### src/rtl/sort4_engine_pkg.sv
// Shared definitions for the sequential bubble-sort stage.
package sort4_engine_pkg;

    typedef enum logic [1:0] {
        ST_LOAD  = 2'd0,
        ST_SORT  = 2'd1,
        ST_DRAIN = 2'd2
    } state_e;

    localparam int unsigned DEFAULT_WIDTH = 4;
    localparam int unsigned DEFAULT_DEPTH = 4;

    // Bits needed to hold the worst-case swap count DEPTH*(DEPTH-1)/2.
    function automatic int unsigned swap_cnt_width(input int unsigned depth);
        return $clog2(depth * (depth - 1) / 2 + 1);
    endfunction

endpackage

### src/rtl/sort4_engine_magnitude_cmp.sv
// Purely combinational unsigned magnitude comparator.
module magnitude_cmp #(
    parameter int unsigned WIDTH = 4
) (
    input  logic [WIDTH-1:0] i_a,
    input  logic [WIDTH-1:0] i_b,
    output logic             o_a_lt_b,
    output logic             o_a_gt_b,
    output logic             o_a_eq_b
);

    // Three mutually exclusive relations of the unsigned operands.
    always_comb begin
        o_a_lt_b = (i_a < i_b);
        o_a_gt_b = (i_a > i_b);
        o_a_eq_b = (i_a == i_b);
    end

endmodule

### src/rtl/sort4_engine.sv
// Batch sorter: load DEPTH samples, bubble-sort in place with one comparator,
// then stream them out in ascending order.
module sort4_engine
    import sort4_engine_pkg::*;
#(
    parameter int unsigned WIDTH = DEFAULT_WIDTH,
    parameter int unsigned DEPTH = DEFAULT_DEPTH
) (
    input  logic                              clk,
    input  logic                              rst_n,
    input  logic                              i_in_valid,
    input  logic [WIDTH-1:0]                  i_in_data,
    output logic                              o_in_ready,
    output logic                              o_out_valid,
    output logic [WIDTH-1:0]                  o_out_data,
    output logic                              o_out_last,
    input  logic                              i_out_ready,
    output logic                              o_busy,
    output logic [swap_cnt_width(DEPTH)-1:0]  o_swap_count
);

    localparam int unsigned IDX_W  = (DEPTH > 2) ? $clog2(DEPTH) : 1;
    localparam int unsigned SWAP_W = swap_cnt_width(DEPTH);
    localparam logic [IDX_W-1:0] LAST_IDX = IDX_W'(DEPTH - 1);
    localparam logic [IDX_W-1:0] LAST_J   = IDX_W'(DEPTH - 2);

    state_e              r_state;
    logic [WIDTH-1:0]    r_buf [DEPTH];
    logic [IDX_W-1:0]    r_wr_idx;
    logic [IDX_W-1:0]    r_rd_idx;
    logic [IDX_W-1:0]    r_j;
    logic [IDX_W-1:0]    r_pass;
    logic [SWAP_W-1:0]   r_swap_count;

    logic [IDX_W-1:0]    w_j_next;
    logic                w_gt;
    logic                w_sorting;

    assign w_j_next  = r_j + IDX_W'(1);
    assign w_sorting = (r_state == ST_SORT);

    // Single shared comparator; only "greater than" triggers a swap, which keeps the sort stable.
    magnitude_cmp #(
        .WIDTH (WIDTH)
    ) u_cmp (
        .i_a      (r_buf[r_j]),
        .i_b      (r_buf[w_j_next]),
        .o_a_lt_b (),
        .o_a_gt_b (w_gt),
        .o_a_eq_b ()
    );

    // Sample storage: written on accepted input beats, swapped in place while sorting.
    always_ff @(posedge clk) begin
        if (r_state == ST_LOAD && i_in_valid) begin
            r_buf[r_wr_idx] <= i_in_data;
        end else if (w_sorting && w_gt) begin
            r_buf[r_j]      <= r_buf[w_j_next];
            r_buf[w_j_next] <= r_buf[r_j];
        end
    end

    // Control FSM with index and swap-counter bookkeeping.
    always_ff @(posedge clk or negedge rst_n) begin
        if (!rst_n) begin
            r_state      <= ST_LOAD;
            r_wr_idx     <= '0;
            r_rd_idx     <= '0;
            r_j          <= '0;
            r_pass       <= '0;
            r_swap_count <= '0;
        end else begin
            unique case (r_state)
                ST_LOAD: begin
                    if (i_in_valid) begin
                        if (r_wr_idx == '0) begin
                            r_swap_count <= '0;
                        end
                        if (r_wr_idx == LAST_IDX) begin
                            r_wr_idx <= '0;
                            r_j      <= '0;
                            r_pass   <= '0;
                            r_state  <= ST_SORT;
                        end else begin
                            r_wr_idx <= r_wr_idx + IDX_W'(1);
                        end
                    end
                end
                ST_SORT: begin
                    if (w_gt) begin
                        r_swap_count <= r_swap_count + SWAP_W'(1);
                    end
                    // Fixed number of passes regardless of data: no early exit.
                    if (r_j == LAST_J) begin
                        r_j <= '0;
                        if (r_pass == LAST_J) begin
                            r_rd_idx <= '0;
                            r_state  <= ST_DRAIN;
                        end else begin
                            r_pass <= r_pass + IDX_W'(1);
                        end
                    end else begin
                        r_j <= w_j_next;
                    end
                end
                ST_DRAIN: begin
                    if (i_out_ready) begin
                        if (r_rd_idx == LAST_IDX) begin
                            r_rd_idx <= '0;
                            r_state  <= ST_LOAD;
                        end else begin
                            r_rd_idx <= r_rd_idx + IDX_W'(1);
                        end
                    end
                end
                default: r_state <= ST_LOAD;
            endcase
        end
    end

    // Outputs decode purely from registered state.
    always_comb begin
        o_in_ready   = (r_state == ST_LOAD);
        o_busy       = w_sorting;
        o_out_valid  = (r_state == ST_DRAIN);
        o_out_data   = o_out_valid ? r_buf[r_rd_idx] : '0;
        o_out_last   = o_out_valid && (r_rd_idx == LAST_IDX);
        o_swap_count = r_swap_count;
    end

endmodule

### config.mk
export PLATFORM = sky130hd
export DESIGN_NAME = sort4_engine
export DESIGN_NICKNAME = d
export VERILOG_FILES = /design/src/rtl/sort4_engine_pkg.sv /design/src/rtl/sort4_engine_magnitude_cmp.sv /design/src/rtl/sort4_engine.sv
export SDC_FILE = /design/constraint.sdc
export NUM_CORES = 1
export LEC_CHECK = 0
export ABC_AREA = 1
export BUFFER_PORTS_ARGS = -buffer_cell sky130_fd_sc_hd__buf_2
export CAP_MARGIN = 40
export CORE_ASPECT_RATIO = 2
export CORE_UTILIZATION = 40
export DETAILED_ROUTE_END_ITERATION = 10
export PLACE_DENSITY = 0.62
export RECOVER_POWER = 25
export SYNTH_ARGS = -nofsm -noshare
export SYNTH_HDL_FRONTEND = slang
export SYNTH_HIERARCHICAL = 1
export SYNTH_SLANG_ARGS = --single-unit
### constraint.sdc
create_clock -name clk -period 3.3 [get_ports clk]
set_clock_uncertainty 0.2 [all_clocks]
set_input_delay 0.495 -clock clk [delete_from_list [all_inputs] [get_ports clk]]
set_output_delay 0.495 -clock clk [all_outputs]
set_load 0.01 [all_outputs]
; After elaboration in Yosys (flattened, before gate mapping)
; Memory sizes are Yosys's and may differ from the RTL's.
; Index checks and enable logic that the tools add are counted.
[totals]
latch_bits = 0
wordCells = 75
mem_count = 1
ramBits = 16
romBits = 0
reg_bits = 13
[op_classes]
add_sub_neg = 5
bitwise = 0
div_mod_pow = 0
shifts = 0
mux = 33
reduce_logical = 14
n_mul = 0
n_lt_le_gt_ge = 1
n_eq_ne = 15
[mem_list]
columns = memory, words, width, rd, rd_clocked_by_memory_dff, wr, line
row1 = r_buf, 4, 4, 3, 0, 2, sort4_engine.sv:28  ; logic [WIDTH-1:0] r_buf [DEPTH];
[ops]
columns = cell, count
row1 = 2-to-1 mux 2 bit, 17
row2 = inequality test 2 x 1 -> 1 bit (second input constant), 6
row3 = one-hot mux 2 bit (2 select lines), 3
row4 = equality test 2 bit (second input constant), 5
row5 = 2-to-1 mux 3 bit, 3
row6 = adder 2 x 1 -> 2 bit (second input constant), 4
row7 = 2-to-1 mux 4 bit, 2
row8 = AND reduction 4 bit, 2
row9 = 2-to-1 mux 1 bit, 6
row10 = inequality test 2 bit (second input constant), 3
row11 = one-hot mux 2 bit (3 select lines), 1
row12 = one-hot mux 3 bit (2 select lines), 1
row13 = AND reduction 6 bit, 1
row14 = AND reduction 5 bit, 1
row15 = greater-than comparator 4 bit, 1
row16 = logical NOT 2 bit, 2
row17 = nonzero test 2 bit, 2
row18 = OR reduction 4 bit, 1
row19 = adder 3 x 1 -> 3 bit (second input constant), 1
row20 = logical AND 1 bit, 3
row21 = AND reduction 3 bit, 1
row22 = equality test 2 x 1 -> 1 bit (second input constant), 1
row23 = AND reduction 2 bit, 1

; Logic depth before layout (Yosys ltp)
; An unclocked memory read counts as a cell.
[depth]
ltp_word = 9
depth_mapped = 21
ltp_nobuf = 18

; Modules after synthesis
; Netlist, hierarchy kept.
[modules_own_cells]
columns = module, n_inst, area_each_um2, cells_each, seq_area_each_um2
row1 = sort4_engine, 1, 2055.7, 296, 805.8
row2 = magnitude_cmp, 1, 115.1, 20, 0.0

; Least setup slack after synthesis
; Ideal clock, no wire load.
[synth_timing]
path_type = reg2reg
startpoint = register r_j[0]
endpoint = memory r_buf[0][0] (enable)
slack_ns = -0.083
stages_incl_launch_ff = 22
period_less_slack_ns = 3.383
arrival_ns = 2.876
cell_sequence = dfrtp_1 -> buf_2 -> inv_2 -> buf_4 -> ha_1 -> inv_1 -> nand3_1 -> nand2_1 -> inv_1 -> inv_1 -> ha_1 -> nand2_1 -> inv_1 -> nand2_1 -> a21oi_1 -> inv_1 -> nor2_4 -> buf_4 -> nand2_1 -> nand2_1 -> nand3_1 -> nand2_1
[synth_rtl]
columns = element, line
row1 = "start, declared", sort4_engine.sv:31  ; logic [IDX_W-1:0] r_j;
row2 = "start signal, assigned", sort4_engine.sv:103  ; r_j <= w_j_next;
row3 = "end, declared", sort4_engine.sv:28

==> key figures <==
Worst setup path
  • CP Launch Point: r_j[1]$_DFFE_PN0P_
  • Crit Path Max Fanout: 11
  • Startpoint Class: flop
  • Crit end category: flop
  • Slowest cell delay on critical path: 0.36 ns
  • Crit-path cells: inv_1 -> ha_1 -> inv_1 -> nand3_1 -> nand2_1 -> inv_1 -> inv_1 -> ha_1 -> nand2_1 -> inv_1 -> nand2_1 -> a21oi_2 -> inv_1 -> nor2_4 -> nand2_1 -> nand2_1 -> nand3_1 -> nand2_1
  • Critical path class: flop to flop
  • Crit path arrival time: 2.80 ns
  • Slowest stage cell on the critical path: dfrtp_1
  • CP Data Required Time: 3.08 ns
  • RR Startpoint: r_j[1]$_DFFE_PN0P_

Routing
  • Routed vias/inst: 5.14
  • Detailed Routing Iterations Pass 1: 4
  • ANT nets after route: 0
  • Vias: 2097
  • Wirelength, routed: 6230 um
  • Initial DRC count: 99
  • # DRC: 0
  • WL/cell: 15.3 um

Finish
  • N_diodes: 0
  • Final net count: 372
  • Layout cells sized above 1: 15.1%
  • Design area: 0.00249 mm^2
  • Area grow syn2layout: 15.2%

Synthesis
  • Mapped Cells: 315
  • Mapped cell area: 0.00216 mm^2
  • Mean Syn Cell Area: 6.87 um^2
  • Syn. warnings: 6
  • Syn Nets: 338

Pwr
  • Sw Ratio: 50.2%
  • Share of power burned in combinational logic: 60.6%
  • Net Sw Power: 1230 uW
  • Part of the power in registers: 27.8%
  • Peak supply drop: 0.688 mV
  • Internal Power: 1220 uW
  • Clock share of power: 11.6%
  • PwrDens: 986 mW/mm^2
  • Design Power: 2460 uW
  • Static Leakage: 0.00131 uW

Place
  • Post-DP HPWL: 5010 um
  • Buffers on Ports: 18
  • GPL Wtd Cong: 0.949
  • DP Area: 0.00238 mm^2

Die
  • CORE AREA: 0.00518 mm^2
  • Die area: 0.00573 mm^2
  • FP Rows: 37
  • Die W: 54.0 um
  • DIE HEIGHT: 106 um
  • Ports: 19
  • Effective utilization at floorplan: 41.7%

Clock network
  • Max H-tree Level: 2
  • Root buf cell: clkbuf_8
  • Worst-path clk slew: 0.06 ns
  • CTS tree: yes
  • CTS buffer count: 5
  • Clock Path Buffers: 2
  • Clock Sinks: 29
  • Worst-Skew Late Latency: 0.29 ns

Timing
  • Max Clock Freq: 331 MHz
  • Slew margin rel.: 50.1%
  • Final hold vios: 0
  • Crit path time final: 3.02 ns
  • Unrepaired setup endpoints after global routing: false
  • Finish-stage setup viols: 0
  • Fin crit share: 91.6%
  • Worst-Margin Slew: 0.749 ns
  • Final Max Slew Viols: 0
  • Setup TNS: 0 ns

GRT
  • Pin count of the biggest net entering global routing: 21
  • First-pass GRT wire length: 9910 um
  • Vias in the first global route: 2107
  • Initial antenna violation count: 0
  • Gr ovfl total: 0
  • GRT Total Usage: 24.9%

Run
  • Max-Cap Viols: 0

Hold path
  • Min-delay src: r_pass[0]$_DFFE_PN0P_
  • Hold WC Path Type: flop to flop

Outcome
  • Status: completed
## worst paths after layout
path                                                to  slack [ns]  depth (start not counted)
min in group asynchronous  o_swap_count[0]$_DFFE_PN0P_        0.58                          2
hold / removal                   r_pass[0]$_DFFE_PN0P_        0.29                          1
max in group asynchronous           r_j[0]$_DFFE_PN0P_        1.84                          2
setup reg to reg                 r_buf[3][0]$_DFFE_PP_        0.28                         18
hold reg to reg                  r_pass[0]$_DFFE_PN0P_        0.29                          1
setup / recovery                 r_buf[3][0]$_DFFE_PP_        0.28                         18
## placed cells by master, fill, tap and decap left out, drive strengths merged
master,count
or2,4
nand3,32
xnor2,1
ha,15
nor3,1
dlygate4sd3,1
nand2,120
clkinv,2
nand4,1
inv,35
clkbuf,7
edfxtp,16
o21ai,29
dfrtp,13
nor2,34
a21oi,9
buf,30
## layout make-up
type / count / area [um^2]
repair buffers: 32 / 196
flip-flops and latches: 29 / 806
fillers: 535 / 2690
clock buffers: 6 / 72.6
well taps: 58 / 72.6
inverters: 35 / 131
clock inverters: 2 / 10.0
multi-input cells: 246 / 1200
## stage by stage
stage                     hold slack, ns  setup WS, ns  instances  util (%)
after floorplan                -0.000591        0.0168        315         -
after detailed placement           0.208         0.243        397      46.0
after global placement             0.210         0.309        397      46.0
after global routing               0.325       0.00462        408      48.1
final                              0.288         0.276        408      48.1
after CTS                          0.295         0.228        406      47.8
## flip-flops by register name, indices dropped and copies added, names as in the netlist
signal and cells:
o_swap_count 3, r_rd_idx 2, r_wr_idx 2, r_j 2, r_pass 2, r_buf 16, r_state 2
## power groups by stage
stage / combinational [uW] / clock, uW / sequential, uW
final: 1490 / 285 / 683
after global routing: 1680 / 305 / 693
after CTS: 1470 / 291 / 683
after detailed placement: 1460 / 0 / 690
after global placement: 1460 / 0 / 689
after floorplan: 1020 / 0 / 625
## routing by layer
layer	vias up	track usage [%]	wire length, um
li1	1080	-	-
met1	936	22.7	2060
met2	56	46.1	3610
met3	25	3.15	159
met4	0	17.2	400
met5	-	0	0
## critical path: cells and delay by family, from the launching register on
| kind | cells | cell delay, ns |
|---|---|---|
| adder cells (fa/ha/maj) | 2 | 0.63 |
| buffers and inverters | 6 | 0.39 |
| AND/OR/NAND/NOR | 9 | 0.99 |
| flip-flops | 1 | 0.36 |
| AO/OA/AOI/OAI | 1 | 0.14 |
## timing repair
item	CTS	global route
hold endpoints to repair	13	0
setup endpoints to repair	0	27
setup buffers	0	2
resized for setup	0	1
hold buffers	1	0
Power figures use the tool's default switching activity.
